<file path="config.mk">
export PLATFORM = sky130hd
export DESIGN_NAME = multicycle_ctrl
export DESIGN_NICKNAME = d
export VERILOG_FILES = /design/src/rtl/mc_pkg.sv /design/src/rtl/mc_decode.sv /design/src/rtl/multicycle_ctrl.sv
export SDC_FILE = /design/constraint.sdc
export NUM_CORES = 1
export LEC_CHECK = 0
export CORE_UTILIZATION = 42
export CTS_BUF_LIST = sky130_fd_sc_hd__clkbuf_8
export DETAILED_ROUTE_END_ITERATION = 8
export PLACE_DENSITY_LB_ADDON = 0.25
export REMOVE_ABC_BUFFERS = 1
export SETUP_SLACK_MARGIN = 0.1
export SYNTH_ARGS = -nofsm -noshare
export SYNTH_HDL_FRONTEND = slang
export SYNTH_SLANG_ARGS = --single-unit
</file>
<file path="constraint.sdc">
create_clock -name Clk -period 1.89 [get_ports Clk]
set_input_delay 0.2835 -clock Clk [delete_from_list [all_inputs] [get_ports Clk]]
set_output_delay 0.2835 -clock Clk [all_outputs]
set_load 0.005 [all_outputs]
</file>
<file path="src/rtl/mc_pkg.sv">
// mc_pkg: state, ALU, opcode and select encodings shared by the multicycle controller
package mc_pkg;
  typedef enum logic [2:0] {
    S_FETCH  = 3'd0,
    S_DECODE = 3'd1,
    S_EXEC   = 3'd2,
    S_MEM    = 3'd3,
    S_WB     = 3'd4,
    S_TRAP   = 3'd5
  } state_t;
  typedef enum logic [3:0] {
    I_ADDU, I_SUBU, I_ORI, I_LUI, I_LW, I_SW, I_BEQ, I_J, I_JAL, I_JR
  } iclass_t;
  localparam logic [3:0] ALU_ADD = 4'd0;
  localparam logic [3:0] ALU_SUB = 4'd1;
  localparam logic [3:0] ALU_OR  = 4'd2;
  localparam logic [5:0] OP_R   = 6'h00;
  localparam logic [5:0] OP_J   = 6'h02;
  localparam logic [5:0] OP_JAL = 6'h03;
  localparam logic [5:0] OP_BEQ = 6'h04;
  localparam logic [5:0] OP_ORI = 6'h0d;
  localparam logic [5:0] OP_LUI = 6'h0f;
  localparam logic [5:0] OP_LW  = 6'h23;
  localparam logic [5:0] OP_SW  = 6'h2b;
  localparam logic [5:0] FN_JR   = 6'h08;
  localparam logic [5:0] FN_ADDU = 6'h21;
  localparam logic [5:0] FN_SUBU = 6'h23;
  localparam logic [1:0] EXT_ZERO  = 2'd0;
  localparam logic [1:0] EXT_SIGN  = 2'd1;
  localparam logic [1:0] EXT_UPPER = 2'd2;
  localparam logic [1:0] DST_RT = 2'd0;
  localparam logic [1:0] DST_RD = 2'd1;
  localparam logic [1:0] DST_RA = 2'd2;
  localparam logic [1:0] SRC_ALU = 2'd0;
  localparam logic [1:0] SRC_MEM = 2'd1;
  localparam logic [1:0] SRC_PC4 = 2'd2;
  localparam logic [1:0] PC_PLUS4 = 2'd0;
  localparam logic [1:0] PC_NPC   = 2'd1;
  localparam logic [1:0] PC_RD1   = 2'd2;
endpackage

</file>
<file path="src/rtl/mc_decode.sv">
// mc_decode: classifies op/funct into an instruction class and a legal flag
module mc_decode
  import mc_pkg::*;
(
  input  logic [5:0] op,
  input  logic [5:0] funct,
  output iclass_t    iclass,
  output logic       legal
);
  assign iclass = (op == OP_R)   ? ((funct == FN_SUBU) ? I_SUBU : (funct == FN_JR) ? I_JR : I_ADDU) :
                  (op == OP_ORI) ? I_ORI :
                  (op == OP_LUI) ? I_LUI :
                  (op == OP_LW)  ? I_LW  :
                  (op == OP_SW)  ? I_SW  :
                  (op == OP_BEQ) ? I_BEQ :
                  (op == OP_J)   ? I_J   :
                  (op == OP_JAL) ? I_JAL : I_ADDU;
  assign legal = (op == OP_R) ? (funct == FN_ADDU || funct == FN_SUBU || funct == FN_JR) :
                 (op == OP_ORI || op == OP_LUI || op == OP_LW || op == OP_SW ||
                  op == OP_BEQ || op == OP_J || op == OP_JAL);
endmodule

</file>
<file path="src/rtl/multicycle_ctrl.sv">
// multicycle_ctrl: multicycle MIPS sequencing FSM; MULTICYCLE_CTRL_PERF_EN adds CycleCnt/InstrCnt
module multicycle_ctrl
  import mc_pkg::*;
#(
  parameter int CNT_W = 32
) (
  input  logic             Clk,
  input  logic             Reset,
  input  logic [5:0]       Op,
  input  logic [5:0]       Funct,
  input  logic             Equal,
  input  logic             MemReady,
  output logic             PCWrite,
  output logic             IRWrite,
  output logic             RegWrite,
  output logic             MemRead,
  output logic             MemWrite,
  output logic [3:0]       ALUOp,
  output logic [1:0]       ExtOp,
  output logic             ALUSrc,
  output logic [1:0]       RegDst,
  output logic [1:0]       RegSrc,
  output logic [1:0]       PCSrc,
  output logic             NPCOp,
  output logic [2:0]       State,
  output logic             Illegal
`ifdef MULTICYCLE_CTRL_PERF_EN
  ,
  output logic [CNT_W-1:0] CycleCnt,
  output logic [CNT_W-1:0] InstrCnt
`endif
);
  state_t  state, nxt;
  iclass_t ic;
  logic    legal, is_r, is_mem, is_jmp;
  mc_decode u_dec (.op(Op), .funct(Funct), .iclass(ic), .legal(legal));
  assign is_r   = ic == I_ADDU || ic == I_SUBU;
  assign is_mem = ic == I_LW || ic == I_SW;
  assign is_jmp = ic == I_J || ic == I_JAL || ic == I_JR || ic == I_BEQ;
  assign State  = state;
  always_ff @(posedge Clk or negedge Reset)
    if (!Reset) state <= S_FETCH;
    else        state <= nxt;
  always_comb begin
    nxt      = state;
    PCWrite  = 1'b0;
    IRWrite  = 1'b0;
    RegWrite = 1'b0;
    MemRead  = 1'b0;
    MemWrite = 1'b0;
    ALUOp    = ALU_ADD;
    ExtOp    = EXT_ZERO;
    ALUSrc   = 1'b0;
    RegDst   = DST_RT;
    RegSrc   = SRC_ALU;
    PCSrc    = PC_PLUS4;
    NPCOp    = 1'b0;
    Illegal  = 1'b0;
    if (Reset)
      case (state)
        S_FETCH: begin
          IRWrite = 1'b1;
          PCWrite = 1'b1;
          nxt     = S_DECODE;
        end
        S_DECODE: begin
          PCWrite  = ic == I_J || ic == I_JAL || ic == I_JR || (ic == I_BEQ && Equal);
          PCSrc    = (ic == I_JR) ? PC_RD1 : (ic == I_J || ic == I_JAL || ic == I_BEQ) ? PC_NPC : PC_PLUS4;
          NPCOp    = ic == I_BEQ;
          RegWrite = ic == I_JAL;
          RegDst   = (ic == I_JAL) ? DST_RA : DST_RT;
          RegSrc   = (ic == I_JAL) ? SRC_PC4 : SRC_ALU;
          nxt      = !legal ? S_TRAP : is_jmp ? S_FETCH : S_EXEC;
        end
        S_EXEC: begin
          ALUOp  = (ic == I_SUBU) ? ALU_SUB : (ic == I_ORI) ? ALU_OR : ALU_ADD;
          ALUSrc = !is_r;
          ExtOp  = (ic == I_LUI) ? EXT_UPPER : is_mem ? EXT_SIGN : EXT_ZERO;
          nxt    = is_mem ? S_MEM : S_WB;
        end
        S_MEM: begin
          MemRead  = ic == I_LW;
          MemWrite = ic == I_SW;
          nxt      = !MemReady ? S_MEM : (ic == I_LW) ? S_WB : S_FETCH;
        end
        S_WB: begin
          RegWrite = 1'b1;
          RegDst   = is_r ? DST_RD : DST_RT;
          RegSrc   = (ic == I_LW) ? SRC_MEM : SRC_ALU;
          nxt      = S_FETCH;
        end
        S_TRAP:  Illegal = 1'b1;
        default: nxt = S_FETCH;
      endcase
  end
`ifdef MULTICYCLE_CTRL_PERF_EN
  always_ff @(posedge Clk or negedge Reset)
    if (!Reset) begin
      CycleCnt <= '0;
      InstrCnt <= '0;
    end else begin
      if (state != S_TRAP) CycleCnt <= CycleCnt + CNT_W'(1);
      if (nxt == S_FETCH && (state == S_DECODE || state == S_MEM || state == S_WB))
        InstrCnt <= InstrCnt + CNT_W'(1);
    end
`else
  logic [CNT_W-1:0] unused_cnt;
  assign unused_cnt = '0;
`endif
endmodule
</file>
==> metrics.txt, run 1 <==
Die Wd=45.7 um; Initial Util=45.4%; FFs w/ async S/R, synth=100%; most instantiated library cell after synthesis=nor2_1; Root Buffer=clkbuf_8; outcome=stopped before the end; kind of the worst endpoint=primary output; Netlist cell types=51; PortBufs=36; most area-consuming cells after synthesis=dfrtp_1 (9.4%), nor2_1 (4.2%), buf_6 (4.2%); Clock Tree Buf Depth=2; Synth area leader=dfrtp_1; First Err=[ERROR DPL-0038] Utilization greater than 100%, impossible to legalize; number of I/O pins=39; pin count of the biggest net entering global routing=15; RePlAce Congestion=0.824; CTS buffer count=3; Fail Step=global routing (5_1_grt); area of the mapped netlist=801 um2; main flop type after synthesis=dfrtp_1; FP Rows=15; CTS HTree Levels=1; CTS hold repair buffers=0; GRT repair_timing worst endpoint=ALUOp[0]; placed insts=189; number of flops mapped to enable cells by yosys=0; Cells after Synth=102; register area share after synthesis=9.38%; Syn. warnings=0; Yosys top cell area share=9.38%; Yosys reg bits=3; Die Height=45.7 um; post-DP HPWL=2100 um; mean area per synthesized cell=7.85 um2; CTS sink count=3
[cell families after synthesis]
group	count (synthesis)	synth area share (%)
AO/OA/AOI/OAI	24	25.3
XOR/XNOR	1	1.09
buffers and inverters	15	12.0
flip-flops	3	9.37
multiplexers	1	1.25
other	1	0.468
AND/OR/NAND/NOR	57	50.5
[per-stage QoR]
| step | area [um2] | setup WS (ns) | util (%) |
|---|---|---|---|
| 2_1_floorplan | 719 | 0.150 | - |
| 3_3_place_gp | 1390 | -0.746 | 78.7 |
| 3_5_place_dp | 1390 | -0.801 | 78.7 |
| 4_1_cts | 1670 | -0.0725 | 94.6 |
[repair_timing]
action | CTS
setup buffers | 16
gates resized for setup | 141
pin swaps | 22
endpoints found under the setup margin | 21
==> run 2: changes to the inputs <==
==> config.mk (replaced) <==
export PLATFORM = sky130hd
export DESIGN_NAME = multicycle_ctrl
export DESIGN_NICKNAME = d
export VERILOG_FILES = /design/src/rtl/mc_pkg.sv /design/src/rtl/mc_decode.sv /design/src/rtl/multicycle_ctrl.sv
export SDC_FILE = /design/constraint.sdc
export NUM_CORES = 1
export LEC_CHECK = 0
export CORE_AREA = 2 2 63 65
export DETAILED_ROUTE_END_ITERATION = 8
export DIE_AREA = 0 0 65 67
export PLACE_DENSITY_LB_ADDON = 0.15
export REMOVE_ABC_BUFFERS = 1
export SYNTH_ARGS = -nofsm -noshare
export SYNTH_HDL_FRONTEND = slang
export SYNTH_SLANG_ARGS = --single-unit
==> run 2 against run 1 <==
Effect of this change: the flow now finishes, with violations (setup timing); area after synthesis unchanged; synthesized cell count unchanged.
==> metrics.txt, run 2 <==
outcome=finished, violations left; failing checks=setup timing; Die Wd=65 um; Worst Hold Class=in2async; most instantiated library cell after synthesis=nor2_1; total wire length=3220 um; total power draw=945 uW; Total Routing Usage GR=15.5%; Pleak=0.809 nW; routed wire length per instance=13.3 um; period utilization=101%; area of the mapped netlist=801 um2; Largest register FFs=3; pwr dens=526 nW/um2; clock skew=0.000552 ns; vias per cell=4.67; RSZ-0062 raised after global routing=yes; post-place setup slack=-0.803 ns; crit path time final=1.91 ns; register area share after synthesis=9.38%; clock network power share=19.6%; FP Rows=22; mean area per synthesized cell=7.85 um2; antenna cells=0; most area-consuming cells after synthesis=dfrtp_1 (9.4%), nor2_1 (4.2%), buf_6 (4.2%); Clock Tree Buf Depth=2; final hold violations=0; Worst Setup Start Kind=register; combinational share of power=68.9%; Die Height=67 um; Yosys reg bits=3; max-cap viol count=0; internal power=594 uW; Syn. warnings=0; WP data arrival=1.62 ns; Synth area leader=dfrtp_1; antenna-violating nets left=0; Initial Util=22.2%; TritonCTS clock tree=done; DR iter-0 viols=28; switch share=37.1%; layout cells sized above 1=63.9%; sw power=351 uW; DIE AREA=4360 um2; via count=1131; FFs w/ async S/R, synth=100%; number of flops mapped to enable cells by yosys=0; post-DP HPWL=2230 um; pin count of the biggest net entering global routing=15; FMAX=0.524 GHz; Cells after Synth=102; Pre-antenna DRT Iters=4; number of I/O pins=39; final layout net count=211; DRC=0; Root Buffer=clkbuf_8; Clock Latency Late Sink=0.21 ns; total congestion overflow=0; sequential share of power=11.5%; PortBufs=36; critical path peak fanout=4; Netlist cell types=51; CTS HTree Levels=1; final setup margin=-0.0166 ns; main flop type after synthesis=dfrtp_1; Area after DPL=1460 um2; CTS sink count=3; vias in the first global route=1276; Yosys top cell area share=9.38%; most frequent cells in the layout=buf_4 (54), buf_6 (11), nor2_1 (8), clkbuf_2 (8), buf_2 (7); core box area=3610 um2; WP data required=1.61 ns; CTS buffer count=3; final instance area=1800 um2; Slew Limit Fails=0; RePlAce Congestion=0.797; Clk pin slew, worst setup/hold paths=0.03 ns; Layout area overhead=124%; WS Path Type=reg2out; setup violators final=2; global-route wire length before repair=5400 um; CP endpoint kind=output port; initial antenna violation count=0; commonest non-fill, non-tap cell in the layout=buf_4; setup TNS=-0.0292 ns; Worst VDD drop=0.480 mV
-- run 2: cell counts after synthesis --
No cell type changed its count.
-- run 2: per-stage QoR --
step	hold slack (ns)	util, %	cells
2_1_floorplan	-0.0121	-	91
3_3_place_gp	0.734	40.6	218
3_5_place_dp	0.748	40.6	218
4_1_cts	0.304	48.4	239
5_1_grt	0.292	49.8	242
6_report	0.275	49.8	242
-- run 2: final timing paths --
path                                       from              endpoint  slack (ns)  depth (start not counted)
min reg2reg                State[2]$_DFFE_PN0P_  State[2]$_DFFE_PN0P_        0.82                          2
min                                       Reset  State[1]$_DFFE_PN0P_        0.27                          3
max in group asynchronous                 Reset  State[0]$_DFFE_PN0P_        1.49                          3
max                        State[1]$_DFFE_PN0P_              ALUOp[1]       -0.02                          5
max reg2reg                State[2]$_DFFE_PN0P_  State[2]$_DFFE_PN0P_        0.37                          4
min in group Clk                          Op[2]  State[1]$_DFFE_PN0P_        0.75                          6
-- run 2: layout make-up --
type | count | area (um2)
inverters | 3 | 11.3
flip-flops and latches | 3 | 75.1
multi-input cells | 85 | 801
fillers | 355 | 1810
well taps | 48 | 60.1
clock buffers | 4 | 45.0
repair buffers | 99 | 805
-- run 2: worst max-delay path, cell delays in order, from the launching register on --
cell     delay [ns]
dfrtp_1        0.41
buf_6          0.13
or3b_4         0.38
buf_6          0.15
nor4b_4        0.19
buf_2          0.15
-- run 2: timing repair --
action                     4_1_cts  5_1_grt
gates resized for setup        111       28
pin swaps                       23       13
setup endpoints to repair       21       16
hold buffers                     0        0
setup buffers                   17        4
-- run 2: power groups by stage --
stage / combinational (mW) / sequential (mW) / clock (mW)
final: 0.651 / 0.109 / 0.186
after global placement: 0.536 / 0.104 / 0
after global routing: 0.714 / 0.111 / 0.198
after CTS: 0.579 / 0.104 / 0.192
after detailed placement: 0.540 / 0.104 / 0
after floorplan: 0.174 / 0.142 / 0
-- run 2: logic make-up after synthesis --
group                  Yosys count  share of synthesized area, %
XOR/XNOR                         1                          1.09
flip-flops                       3                          9.37
buffers and inverters           15                          12.0
multiplexers                     1                          1.25
other                            1                         0.468
AND/OR/NAND/NOR                 57                          50.5
AO/OA/AOI/OAI                   24                          25.3
-- run 2: routing by layer --
| layer | GRT usage (%) | vias up | share of wire [%] |
|---|---|---|---|
| met5 | 0 | - | 0 |
| met1 | 18.3 | 531 | 43 |
| met4 | 5.59 | 0 | 1.6 |
| met2 | 28.5 | 28 | 51 |
| li1 | - | 568 | - |
| met3 | 1.69 | 4 | 3.9 |
(Power assumes the default switching activity.)
